[config.mk]
export PLATFORM = sky130hd
export DESIGN_NAME = idu_pipe
export DESIGN_NICKNAME = d
export VERILOG_FILES = /design/src/rtl/idu_pkg.sv /design/src/rtl/idu_pipe_dec_core.sv /design/src/rtl/idu_pipe.sv
export SDC_FILE = /design/constraint.sdc
export NUM_CORES = 1
export LEC_CHECK = 0
export CAP_MARGIN = 25
export CELL_PAD_IN_SITES_DETAIL_PLACEMENT = 1
export CELL_PAD_IN_SITES_GLOBAL_PLACEMENT = 2
export CORE_ASPECT_RATIO = 0.6
export CORE_MARGIN = 2
export CORE_UTILIZATION = 31
export CTS_CLUSTER_SIZE = 8
export DETAILED_ROUTE_END_ITERATION = 8
export PLACE_DENSITY_LB_ADDON = 0.2
export SETUP_SLACK_MARGIN = 0.3
export SLEW_MARGIN = 20
export SYNTH_ARGS = -nofsm -noshare
export SYNTH_HDL_FRONTEND = slang
export SYNTH_SLANG_ARGS = --single-unit
[constraint.sdc]
create_clock -name clk_i -period 2.35 [get_ports clk_i]
set_input_delay 0.5875 -clock clk_i [delete_from_list [all_inputs] [get_ports clk_i]]
set_output_delay 0.5875 -clock clk_i [all_outputs]
set_load 0.02 [all_outputs]
[src/rtl/idu_pkg.sv]
// Shared types and constants for the rv64i instruction decode stage.
// Holds opcode/funct constants, the ALU opcode and special-instruction enums,
// enable bit indices and the packed decoded bundle carried through the stage.
package idu_pkg;

    localparam int IDU_ILEN = 32;
    localparam int IDU_XLEN = 64;
    localparam int IDU_RF   = 5;

    // Major opcodes
    localparam logic [6:0] OPC_RTY    = 7'h33;
    localparam logic [6:0] OPC_ITY    = 7'h13;
    localparam logic [6:0] OPC_LOAD   = 7'h03;
    localparam logic [6:0] OPC_STORE  = 7'h23;
    localparam logic [6:0] OPC_BRANCH = 7'h63;
    localparam logic [6:0] OPC_JALR   = 7'h67;
    localparam logic [6:0] OPC_JAL    = 7'h6F;
    localparam logic [6:0] OPC_AUIPC  = 7'h17;
    localparam logic [6:0] OPC_LUI    = 7'h37;
    localparam logic [6:0] OPC_ENV    = 7'h73;
    localparam logic [6:0] OPC_R64TY  = 7'h3B;
    localparam logic [6:0] OPC_I64TY  = 7'h1B;

    // funct7 values of register-register ops
    localparam logic [6:0] F7_BASE   = 7'h00;
    localparam logic [6:0] F7_ALT    = 7'h20;
    localparam logic [6:0] F7_MULDIV = 7'h01;

    // Branch funct3
    localparam logic [2:0] F3_BEQ  = 3'b000;
    localparam logic [2:0] F3_BNE  = 3'b001;
    localparam logic [2:0] F3_BLT  = 3'b100;
    localparam logic [2:0] F3_BGE  = 3'b101;
    localparam logic [2:0] F3_BLTU = 3'b110;
    localparam logic [2:0] F3_BGEU = 3'b111;

    // Bit positions inside the 5-bit enable vector
    localparam int EN_RD     = 0;
    localparam int EN_RS1    = 1;
    localparam int EN_RS2    = 2;
    localparam int EN_MREAD  = 3;
    localparam int EN_MWRITE = 4;

    typedef enum logic [4:0] {
        ALU_ADD    = 5'd0,
        ALU_SUB    = 5'd1,
        ALU_OR     = 5'd2,
        ALU_AND    = 5'd3,
        ALU_XOR    = 5'd4,
        ALU_SLL    = 5'd5,
        ALU_SRL    = 5'd6,
        ALU_SRA    = 5'd7,
        ALU_SLT    = 5'd8,
        ALU_SLTU   = 5'd9,
        ALU_COPY_B = 5'd10,
        ALU_ADDW   = 5'd11,
        ALU_SUBW   = 5'd12,
        ALU_SLLW   = 5'd13,
        ALU_SRLW   = 5'd14,
        ALU_SRAW   = 5'd15,
        ALU_MUL    = 5'd16,
        ALU_MULH   = 5'd17,
        ALU_MULHSU = 5'd18,
        ALU_MULHU  = 5'd19,
        ALU_DIV    = 5'd20,
        ALU_DIVU   = 5'd21,
        ALU_REM    = 5'd22,
        ALU_REMU   = 5'd23,
        ALU_MULW   = 5'd24,
        ALU_DIVW   = 5'd25,
        ALU_DIVUW  = 5'd26,
        ALU_REMW   = 5'd27,
        ALU_REMUW  = 5'd28
    } aluop_e;

    typedef enum logic [2:0] {
        SPEC_NONE  = 3'd0,
        SPEC_BR    = 3'd1,
        SPEC_JAL   = 3'd2,
        SPEC_JALR  = 3'd3,
        SPEC_AUIPC = 3'd4,
        SPEC_LUI   = 3'd5
    } specinst_e;

    typedef struct packed {
        logic [IDU_XLEN-1:0]   pc;
        logic [4:0]            enable;
        logic [3*IDU_RF-1:0]   regi;     // {rs2, rs1, rd}
        logic [2:0]            detail;
        aluop_e                aluop;
        specinst_e             specinst;
        logic [IDU_XLEN-1:0]   imm;
        logic                  illegal;
        logic [1:0]            env_exc;  // [0]=ecall, [1]=ebreak
    } idu_bundle_t;

    // 64-bit register/immediate ALU op from funct3; alt selects SUB/SRA.
    function automatic aluop_e alu_rr(input logic [2:0] f3, input logic alt);
        aluop_e op;
        case (f3)
            3'b000:  op = alt ? ALU_SUB : ALU_ADD;
            3'b001:  op = ALU_SLL;
            3'b010:  op = ALU_SLT;
            3'b011:  op = ALU_SLTU;
            3'b100:  op = ALU_XOR;
            3'b101:  op = alt ? ALU_SRA : ALU_SRL;
            3'b110:  op = ALU_OR;
            default: op = ALU_AND;
        endcase
        return op;
    endfunction

    // 32-bit word ALU op; only called for funct3 000/001/101.
    function automatic aluop_e alu_w(input logic [2:0] f3, input logic alt);
        aluop_e op;
        case (f3)
            3'b000:  op = alt ? ALU_SUBW : ALU_ADDW;
            3'b001:  op = ALU_SLLW;
            default: op = alt ? ALU_SRAW : ALU_SRLW;
        endcase
        return op;
    endfunction

endpackage

[src/rtl/idu_pipe_dec_core.sv]
// Combinational rv64i(+M) decoder: instruction word -> decoded bundle.
// Ports: inst_i/pc_i in, bundle_o out. Illegal encodings clear enables,
// specinst, ALU op and env exceptions so they cannot cause side effects.
module idu_pipe_dec_core
    import idu_pkg::*;
#(
    parameter int EN_M = 1
) (
    input  logic [IDU_ILEN-1:0] inst_i,
    input  logic [IDU_XLEN-1:0] pc_i,
    output idu_bundle_t         bundle_o
);

    logic [6:0]  opcode;
    logic [4:0]  rd, rs1, rs2;
    logic [2:0]  f3;
    logic [6:0]  f7;
    logic [5:0]  f6;
    logic [11:0] f12;

    assign opcode = inst_i[6:0];
    assign rd     = inst_i[11:7];
    assign f3     = inst_i[14:12];
    assign rs1    = inst_i[19:15];
    assign rs2    = inst_i[24:20];
    assign f7     = inst_i[31:25];
    assign f6     = inst_i[31:26];
    assign f12    = inst_i[31:20];

    logic [IDU_XLEN-1:0] imm_i, imm_s, imm_b, imm_u, imm_j, shamt6, shamt5;

    assign imm_i  = {{(IDU_XLEN-12){inst_i[31]}}, inst_i[31:20]};
    assign imm_s  = {{(IDU_XLEN-12){inst_i[31]}}, inst_i[31:25], inst_i[11:7]};
    assign imm_b  = {{(IDU_XLEN-13){inst_i[31]}}, inst_i[31], inst_i[7],
                     inst_i[30:25], inst_i[11:8], 1'b0};
    assign imm_u  = {{(IDU_XLEN-32){inst_i[31]}}, inst_i[31:12], 12'b0};
    assign imm_j  = {{(IDU_XLEN-21){inst_i[31]}}, inst_i[31], inst_i[19:12],
                     inst_i[20], inst_i[30:21], 1'b0};
    assign shamt6 = {{(IDU_XLEN-6){1'b0}}, inst_i[25:20]};
    assign shamt5 = {{(IDU_XLEN-5){1'b0}}, inst_i[24:20]};

    logic        ill;
    logic [4:0]  en;
    aluop_e      alu;
    specinst_e   spec;
    logic [IDU_XLEN-1:0] imm;
    logic [1:0]  env;

    always_comb begin
        ill  = 1'b0;
        en   = '0;
        alu  = ALU_ADD;
        spec = SPEC_NONE;
        imm  = '0;
        env  = '0;
        case (opcode)
            OPC_RTY: begin
                en[EN_RD] = 1'b1; en[EN_RS1] = 1'b1; en[EN_RS2] = 1'b1;
                if (f7 == F7_MULDIV && EN_M != 0) begin
                    // MUL..REMU follow funct3 order directly
                    alu = aluop_e'(ALU_MUL + {2'b00, f3});
                end else if (f7 == F7_BASE) begin
                    alu = alu_rr(f3, 1'b0);
                end else if (f7 == F7_ALT && (f3 == 3'b000 || f3 == 3'b101)) begin
                    alu = alu_rr(f3, 1'b1);
                end else begin
                    ill = 1'b1;
                end
            end
            OPC_R64TY: begin
                en[EN_RD] = 1'b1; en[EN_RS1] = 1'b1; en[EN_RS2] = 1'b1;
                if (f7 == F7_MULDIV && EN_M != 0) begin
                    case (f3)
                        3'b000:  alu = ALU_MULW;
                        3'b100:  alu = ALU_DIVW;
                        3'b101:  alu = ALU_DIVUW;
                        3'b110:  alu = ALU_REMW;
                        3'b111:  alu = ALU_REMUW;
                        default: ill = 1'b1;
                    endcase
                end else if (f7 == F7_BASE && (f3 == 3'b000 || f3 == 3'b001 || f3 == 3'b101)) begin
                    alu = alu_w(f3, 1'b0);
                end else if (f7 == F7_ALT && (f3 == 3'b000 || f3 == 3'b101)) begin
                    alu = alu_w(f3, 1'b1);
                end else begin
                    ill = 1'b1;
                end
            end
            OPC_ITY: begin
                en[EN_RD] = 1'b1; en[EN_RS1] = 1'b1;
                if (f3 == 3'b001 || f3 == 3'b101) begin
                    // rv64 shifts carry a 6-bit shamt, so only funct6 is checked
                    imm = shamt6;
                    if (f6 != 6'h00 && f6 != 6'h10) ill = 1'b1;
                    alu = (f3 == 3'b001) ? ALU_SLL : (f6[4] ? ALU_SRA : ALU_SRL);
                end else begin
                    imm = imm_i;
                    alu = alu_rr(f3, 1'b0);
                end
            end
            OPC_I64TY: begin
                en[EN_RD] = 1'b1; en[EN_RS1] = 1'b1;
                case (f3)
                    3'b000: begin
                        imm = imm_i;
                        alu = ALU_ADDW;
                    end
                    3'b001, 3'b101: begin
                        imm = shamt5;
                        if (f7 != F7_BASE && f7 != F7_ALT) ill = 1'b1;
                        alu = (f3 == 3'b001) ? ALU_SLLW : (f7[5] ? ALU_SRAW : ALU_SRLW);
                    end
                    default: ill = 1'b1;
                endcase
            end
            OPC_LOAD: begin
                en[EN_RD] = 1'b1; en[EN_RS1] = 1'b1; en[EN_MREAD] = 1'b1;
                imm = imm_i;
                if (f3 == 3'b111) ill = 1'b1;
            end
            OPC_STORE: begin
                en[EN_RS1] = 1'b1; en[EN_RS2] = 1'b1; en[EN_MWRITE] = 1'b1;
                imm = imm_s;
                if (f3[2]) ill = 1'b1;
            end
            OPC_BRANCH: begin
                en[EN_RS1] = 1'b1; en[EN_RS2] = 1'b1;
                imm  = imm_b;
                spec = SPEC_BR;
                case (f3)
                    F3_BEQ, F3_BNE:   alu = ALU_SUB;
                    F3_BLT, F3_BGE:   alu = ALU_SLT;
                    F3_BLTU, F3_BGEU: alu = ALU_SLTU;
                    default:          ill = 1'b1;
                endcase
            end
            OPC_JALR: begin
                en[EN_RD] = 1'b1; en[EN_RS1] = 1'b1;
                imm  = imm_i;
                spec = SPEC_JALR;
                if (f3 != 3'b000) ill = 1'b1;
            end
            OPC_JAL: begin
                en[EN_RD] = 1'b1;
                imm  = imm_j;
                spec = SPEC_JAL;
            end
            OPC_AUIPC: begin
                en[EN_RD] = 1'b1;
                imm  = imm_u;
                spec = SPEC_AUIPC;
            end
            OPC_LUI: begin
                en[EN_RD] = 1'b1;
                imm  = imm_u;
                spec = SPEC_LUI;
                alu  = ALU_COPY_B;
            end
            OPC_ENV: begin
                if (f12 > 12'd1 || rd != '0 || rs1 != '0 || f3 != '0) ill = 1'b1;
                else env = f12[0] ? 2'b10 : 2'b01;
            end
            default: ill = 1'b1;
        endcase
        if (ill) begin
            en   = '0;
            alu  = ALU_ADD;
            spec = SPEC_NONE;
            env  = '0;
        end
    end

    always_comb begin
        bundle_o          = '0;
        bundle_o.pc       = pc_i;
        bundle_o.enable   = en;
        bundle_o.regi     = {rs2, rs1, rd};
        bundle_o.detail   = f3;
        bundle_o.aluop    = alu;
        bundle_o.specinst = spec;
        bundle_o.imm      = imm;
        bundle_o.illegal  = ill;
        bundle_o.env_exc  = env;
    end

endmodule

[src/rtl/idu_pipe.sv]
// Registered decode stage: fetch handshake in, decoded bundle out one cycle later.
// Ports: clk/rst/flush, in_valid/ready + inst/pc, out_valid/ready + decoded fields.
// 2-entry skid buffer: in_ready_o is registered (!skid valid); flush drops everything.
module idu_pipe
    import idu_pkg::*;
#(
    parameter int INST_WIDTH = 32,
    parameter int XLEN       = 64,
    parameter int RF_SIZE    = 5,
    parameter int EN_M       = 1
) (
    input  logic                   clk_i,
    input  logic                   rst_ni,
    input  logic                   flush_i,
    input  logic                   in_valid_i,
    output logic                   in_ready_o,
    input  logic [INST_WIDTH-1:0]  inst_i,
    input  logic [XLEN-1:0]        pc_i,
    output logic                   out_valid_o,
    input  logic                   out_ready_i,
    output logic [XLEN-1:0]        pc_o,
    output logic [4:0]             enable_o,
    output logic [3*RF_SIZE-1:0]   regi_o,
    output logic [2:0]             detail_o,
    output logic [4:0]             aluop_o,
    output logic [2:0]             specinst_o,
    output logic [XLEN-1:0]        imm_o,
    output logic                   illegal_o,
    output logic [1:0]             env_exception_o
);

    idu_bundle_t dec_b;

    idu_pipe_dec_core #(
        .EN_M (EN_M)
    ) u_dec (
        .inst_i   (inst_i),
        .pc_i     (pc_i),
        .bundle_o (dec_b)
    );

    idu_bundle_t out_q, out_d, skid_q, skid_d;
    logic        out_vld_q, out_vld_d, skid_vld_q, skid_vld_d;
    logic        accept, out_free;

    assign accept   = in_valid_i & ~skid_vld_q;
    // Output entry can take new data when empty or being consumed this cycle
    assign out_free = ~out_vld_q | out_ready_i;

    always_comb begin
        out_d      = out_q;
        out_vld_d  = out_vld_q;
        skid_d     = skid_q;
        skid_vld_d = skid_vld_q;
        if (flush_i) begin
            out_vld_d  = 1'b0;
            skid_vld_d = 1'b0;
        end else if (out_free) begin
            if (skid_vld_q) begin
                // Skid holds the older instruction; no accept possible this cycle
                out_d      = skid_q;
                out_vld_d  = 1'b1;
                skid_vld_d = 1'b0;
            end else if (accept) begin
                out_d     = dec_b;
                out_vld_d = 1'b1;
            end else begin
                out_vld_d = 1'b0;
            end
        end else if (accept) begin
            skid_d     = dec_b;
            skid_vld_d = 1'b1;
        end
    end

    always_ff @(posedge clk_i or negedge rst_ni) begin
        if (!rst_ni) begin
            out_q      <= '0;
            skid_q     <= '0;
            out_vld_q  <= 1'b0;
            skid_vld_q <= 1'b0;
        end else begin
            out_q      <= out_d;
            skid_q     <= skid_d;
            out_vld_q  <= out_vld_d;
            skid_vld_q <= skid_vld_d;
        end
    end

    assign in_ready_o      = ~skid_vld_q;
    assign out_valid_o     = out_vld_q;
    assign pc_o            = out_q.pc;
    assign enable_o        = out_q.enable;
    assign regi_o          = out_q.regi;
    assign detail_o        = out_q.detail;
    assign aluop_o         = out_q.aluop;
    assign specinst_o      = out_q.specinst;
    assign imm_o           = out_q.imm;
    assign illegal_o       = out_q.illegal;
    assign env_exception_o = out_q.env_exc;

endmodule

==> results of run 1 <==
## layer usage
metal / vias to the layer above / track usage (%)
li1: 5299 / -
met1: 5594 / 32.47
met2: 183 / 33.81
met3: 47 / 3.074
met4: 0 / 4.031
met5: - / 0
## metrics by stage
| stage | TNS [ps] | std cells | area [µm²] | hold slack, ps |
|---|---|---|---|---|
| global placement | -51650 | 2163 | 16470 | 451.4 |
| floorplan | 0 | 1340 | 12350 | 291.9 |
| finish | 0 | 2242 | 18220 | 427.8 |
| detailed placement | -54540 | 2163 | 16470 | 461.1 |
| global route | 0 | 2242 | 18220 | 444.5 |
| CTS | 0 | 2238 | 18140 | 415.1 |
## cell usage in the layout (no fill, tap or decap), types with 6 or more instances in the layout
| cell | count |
|---|---|
| nand2_1 | 396 |
| dfrtp_1 | 261 |
| buf_4 | 163 |
| dlygate4sd2_1 | 134 |
| o21ai_0 | 132 |
| mux2i_1 | 83 |
| clkdlybuf4s50_1 | 67 |
| a21oi_1 | 54 |
| nor2_1 | 44 |
| clkbuf_16 | 40 |
| clkdlybuf4s15_2 | 35 |
| buf_12 | 19 |
| or3_1 | 16 |
| and3_1 | 16 |
| nor3_1 | 15 |
| buf_6 | 14 |
| o31ai_2 | 11 |
| buf_2 | 11 |
| and2_1 | 10 |
| a21oi_2 | 8 |
| o221ai_1 | 8 |
| clkbuf_2 | 8 |
| nand3_1 | 7 |
| inv_1 | 6 |
| a22oi_1 | 6 |
| clkdlybuf4s15_1 | 6 |
## power breakdown
part / total, mW / switching (mW) / internal (mW)
Combinational: 2.79 / 1.62 / 1.17
Sequential: 5.60 / 0.373 / 5.23
Clock: 4.95 / 1.99 / 2.96
## worst paths after layout
path | start | to | slack [ps] | cells past startpoint
max reg2reg | skid_vld_q | imm_o[27] | 410 | 7
min in group asynchronous | rst_ni | pc_o[32] | 560 | 2
max in group asynchronous | rst_ni | specinst_o[1] | 1090 | 3
min | inst_i[29] | skid_q[12] | 430 | 3
max | inst_i[17] | enable_o[3] | 320 | 9
min reg2reg | pc_o[7] | pc_o[7] | 470 | 2
## sequential cells by signal, indices dropped and copies added, names as in the netlist
name             count
imm_o               32
enable_o             5
skid_q             130
env_exception_o      2
illegal_o            1
out_valid_o          1
detail_o             3
regi_o              15
specinst_o           3
skid_vld_q           1
pc_o                64
aluop_o              5
## worst min-delay path: cells and delay by family
family | cells | cell delay, ps
AO/OA/AOI/OAI | 1 | 110
buffers and inverters | 2 | 210
## timing repair
| item | CTS | global route |
|---|---|---|
| gates cloned | 5 | 1 |
| hold buffers | 1 | 0 |
| buffers inserted | 26 | 3 |
| gates resized for setup | 393 | 46 |
| endpoints found under the hold margin | 30 | 0 |
| setup endpoints to repair | 254 | 100 |
| pin swaps | 29 | 25 |
## cells by family after synthesis
kind of cell / Yosys count
AO/OA/AOI/OAI: 288
XOR/XNOR: 2
buffers and inverters: 137
flip-flops: 262
multiplexers: 85
AND/OR/NAND/NOR: 566
## layout make-up
type / count / share of cell area [%]
Clock buffer: 41 / 5.451
Clock inverter: 2 / 0.1579
Inverter: 8 / 0.1854
Multi-Input combinational cell: 941 / 30.64
Sequential cell: 262 / 36.00
Tap cell: 522 / 3.584
Timing Repair Buffer: 466 / 23.98
==> impl_results.md, run 1 <==
- Worst-path cell chain: clkdlybuf4s15_1 -> nor4_4 -> nand3_2 -> o21ba_4 -> a31oi_4 -> nand3_4 -> buf_6 -> buf_12 -> o41ai_4
- Post-synth EDFFs: 0
- Warnings from Yosys: 0
- Seq/Total Area, Yosys: 53.34%
- CTS tree: done
- Via count: roughly 11k
- Pins Over Slew Limit: 0
- CTS max path bufs: 3
- Post-route ant nets: 0
- FF+latch count, synth: 262
- Worst setup EP type: register
- WP buf/inv: 3
- Maximum vdd drop: 0.0003489 V
- CP peak stage delay: approximately 340 ps
- WL/cell: 20.06 µm
- CP max FO: 5
- Routed wire length on met3: 1483 µm
- Req. time, crit path: ~2800 ps
- Vias in the first global route: 11.53k
- Ys flop type: dfrtp_1
- Core area: 39100 µm²
- Ys async rst share: 100.0%
- Unrepaired setup endpoints after global routing: false
- Die width: 261.1 µm
- Setup crit start kind: input pin
- I/O Buffers: about 260
- Total grt overflow: 0
- Status: finished, final reports clean
- Compound-cell area share of the yosys netlist: 14.32%
- Pwr/cell area: 732.0 nW/µm²
- CTS root buffer: clkbuf_16
- Multi-input logic area: 5584 µm²
- Dpl hpwl: between 30000 and 40000 µm
- Die Y-Extent: 158.2 µm
- Setup CP Type: in2reg
- Mean area per synthesized cell: 9.172 µm²
- Antenna Cells: 0
- Min-delay worst type: in2reg
- Synth top area cells: dfrtp_1 (53%), nand2_1 (12%), mux2i_1 (6.8%)
- Final setup viols: 0
- Post-synth top cells: nand2_1 (398), dfrtp_1 (262), o21ai_0 (135)
- Initial Utilization: 31.44%
- Crit-path leading delay family: compound AO/OA/AOI/OAI gates
- Synth area leader: dfrtp_1
- Max cap viols: 0
- Tmin final: 2029 ps
- Largest net degree at the start of global routing: 84
- Worst-Margin Slew: 685.7 ps
- Dominant cell by count in the synthesized netlist: nand2_1
- Final core occ: 46.61%
- RePlAce Congestion: 0.9000
- Arrival time of the worst setup path: about 2500 ps
- Final-layout fill cell count: ~4.4k
- Pleak: 8.470 nW
- Post-synth net total: 1441
- Fin. Hold Viols: 0
- Total global-route track usage: 21.80%
- Clock skew: 9.464 ps
- Total Power: 13.34 mW
- Number of clock sinks: 262
- Simple-gate share of the synthesized area: 19.82%
- Die area: 41310 µm²
- Place WS: -824.0 ps
- Worst setup margin: roughly 320 ps
- Fin crit share: 86.35%
- Highest Signal Layer: met4
- # rows: 56
- Area occupied by registers: approximately 6600 µm²
- DRT iter0 DRCs: 641
- First-pass GRT wire length: 69600 µm
- Synth unique cells: 68
- M1 WL: 22710 µm
- Final WL: about 45000 µm
- Synth Area in XOR/XNOR: less than 1%
- Worst skew pair latency: about 530 ps
- Mapped Cells: 1340
- Clock slew seen by the registers of the worst setup and hold paths: 50 ps
- Num CTS Buffers: 38
- H-tree Lvls: 2
- Adder-cell share of the synthesized area: 0%
- Worst path slowest cell: nor4_4
- Proportion of synthesized area in mux cells: 6.943%
- Initial antenna violation count: 0
- WL met2: between 20000 and 25000 µm
- # IOs: 265
- Pre-antenna DRT Iters: 7
- Share of layout cells above drive strength 1: 22.33%
- F_max: a little under 500 MHz
- Main combinational cell family by area after synthesis: simple AND/OR/NAND/NOR gates
- Syn Std Cell Area: 12290 µm²
- Vias per cell: 4.961
- Share of the synthesized area in the top cell type: 53.34%
- Worst slew margin: 54.29%
- Nets: 1818
- Layout area overhead: 48.27%
- Number of remaining DRC errors: 0
(Power assumes the default switching activity.)
==> inputs of run 2 (changes only) <==
Settings changed: SLEW_MARGIN 20 to default.
==> results of run 2 <==
Final layout, timing and power as in run 1 (identical DEF).
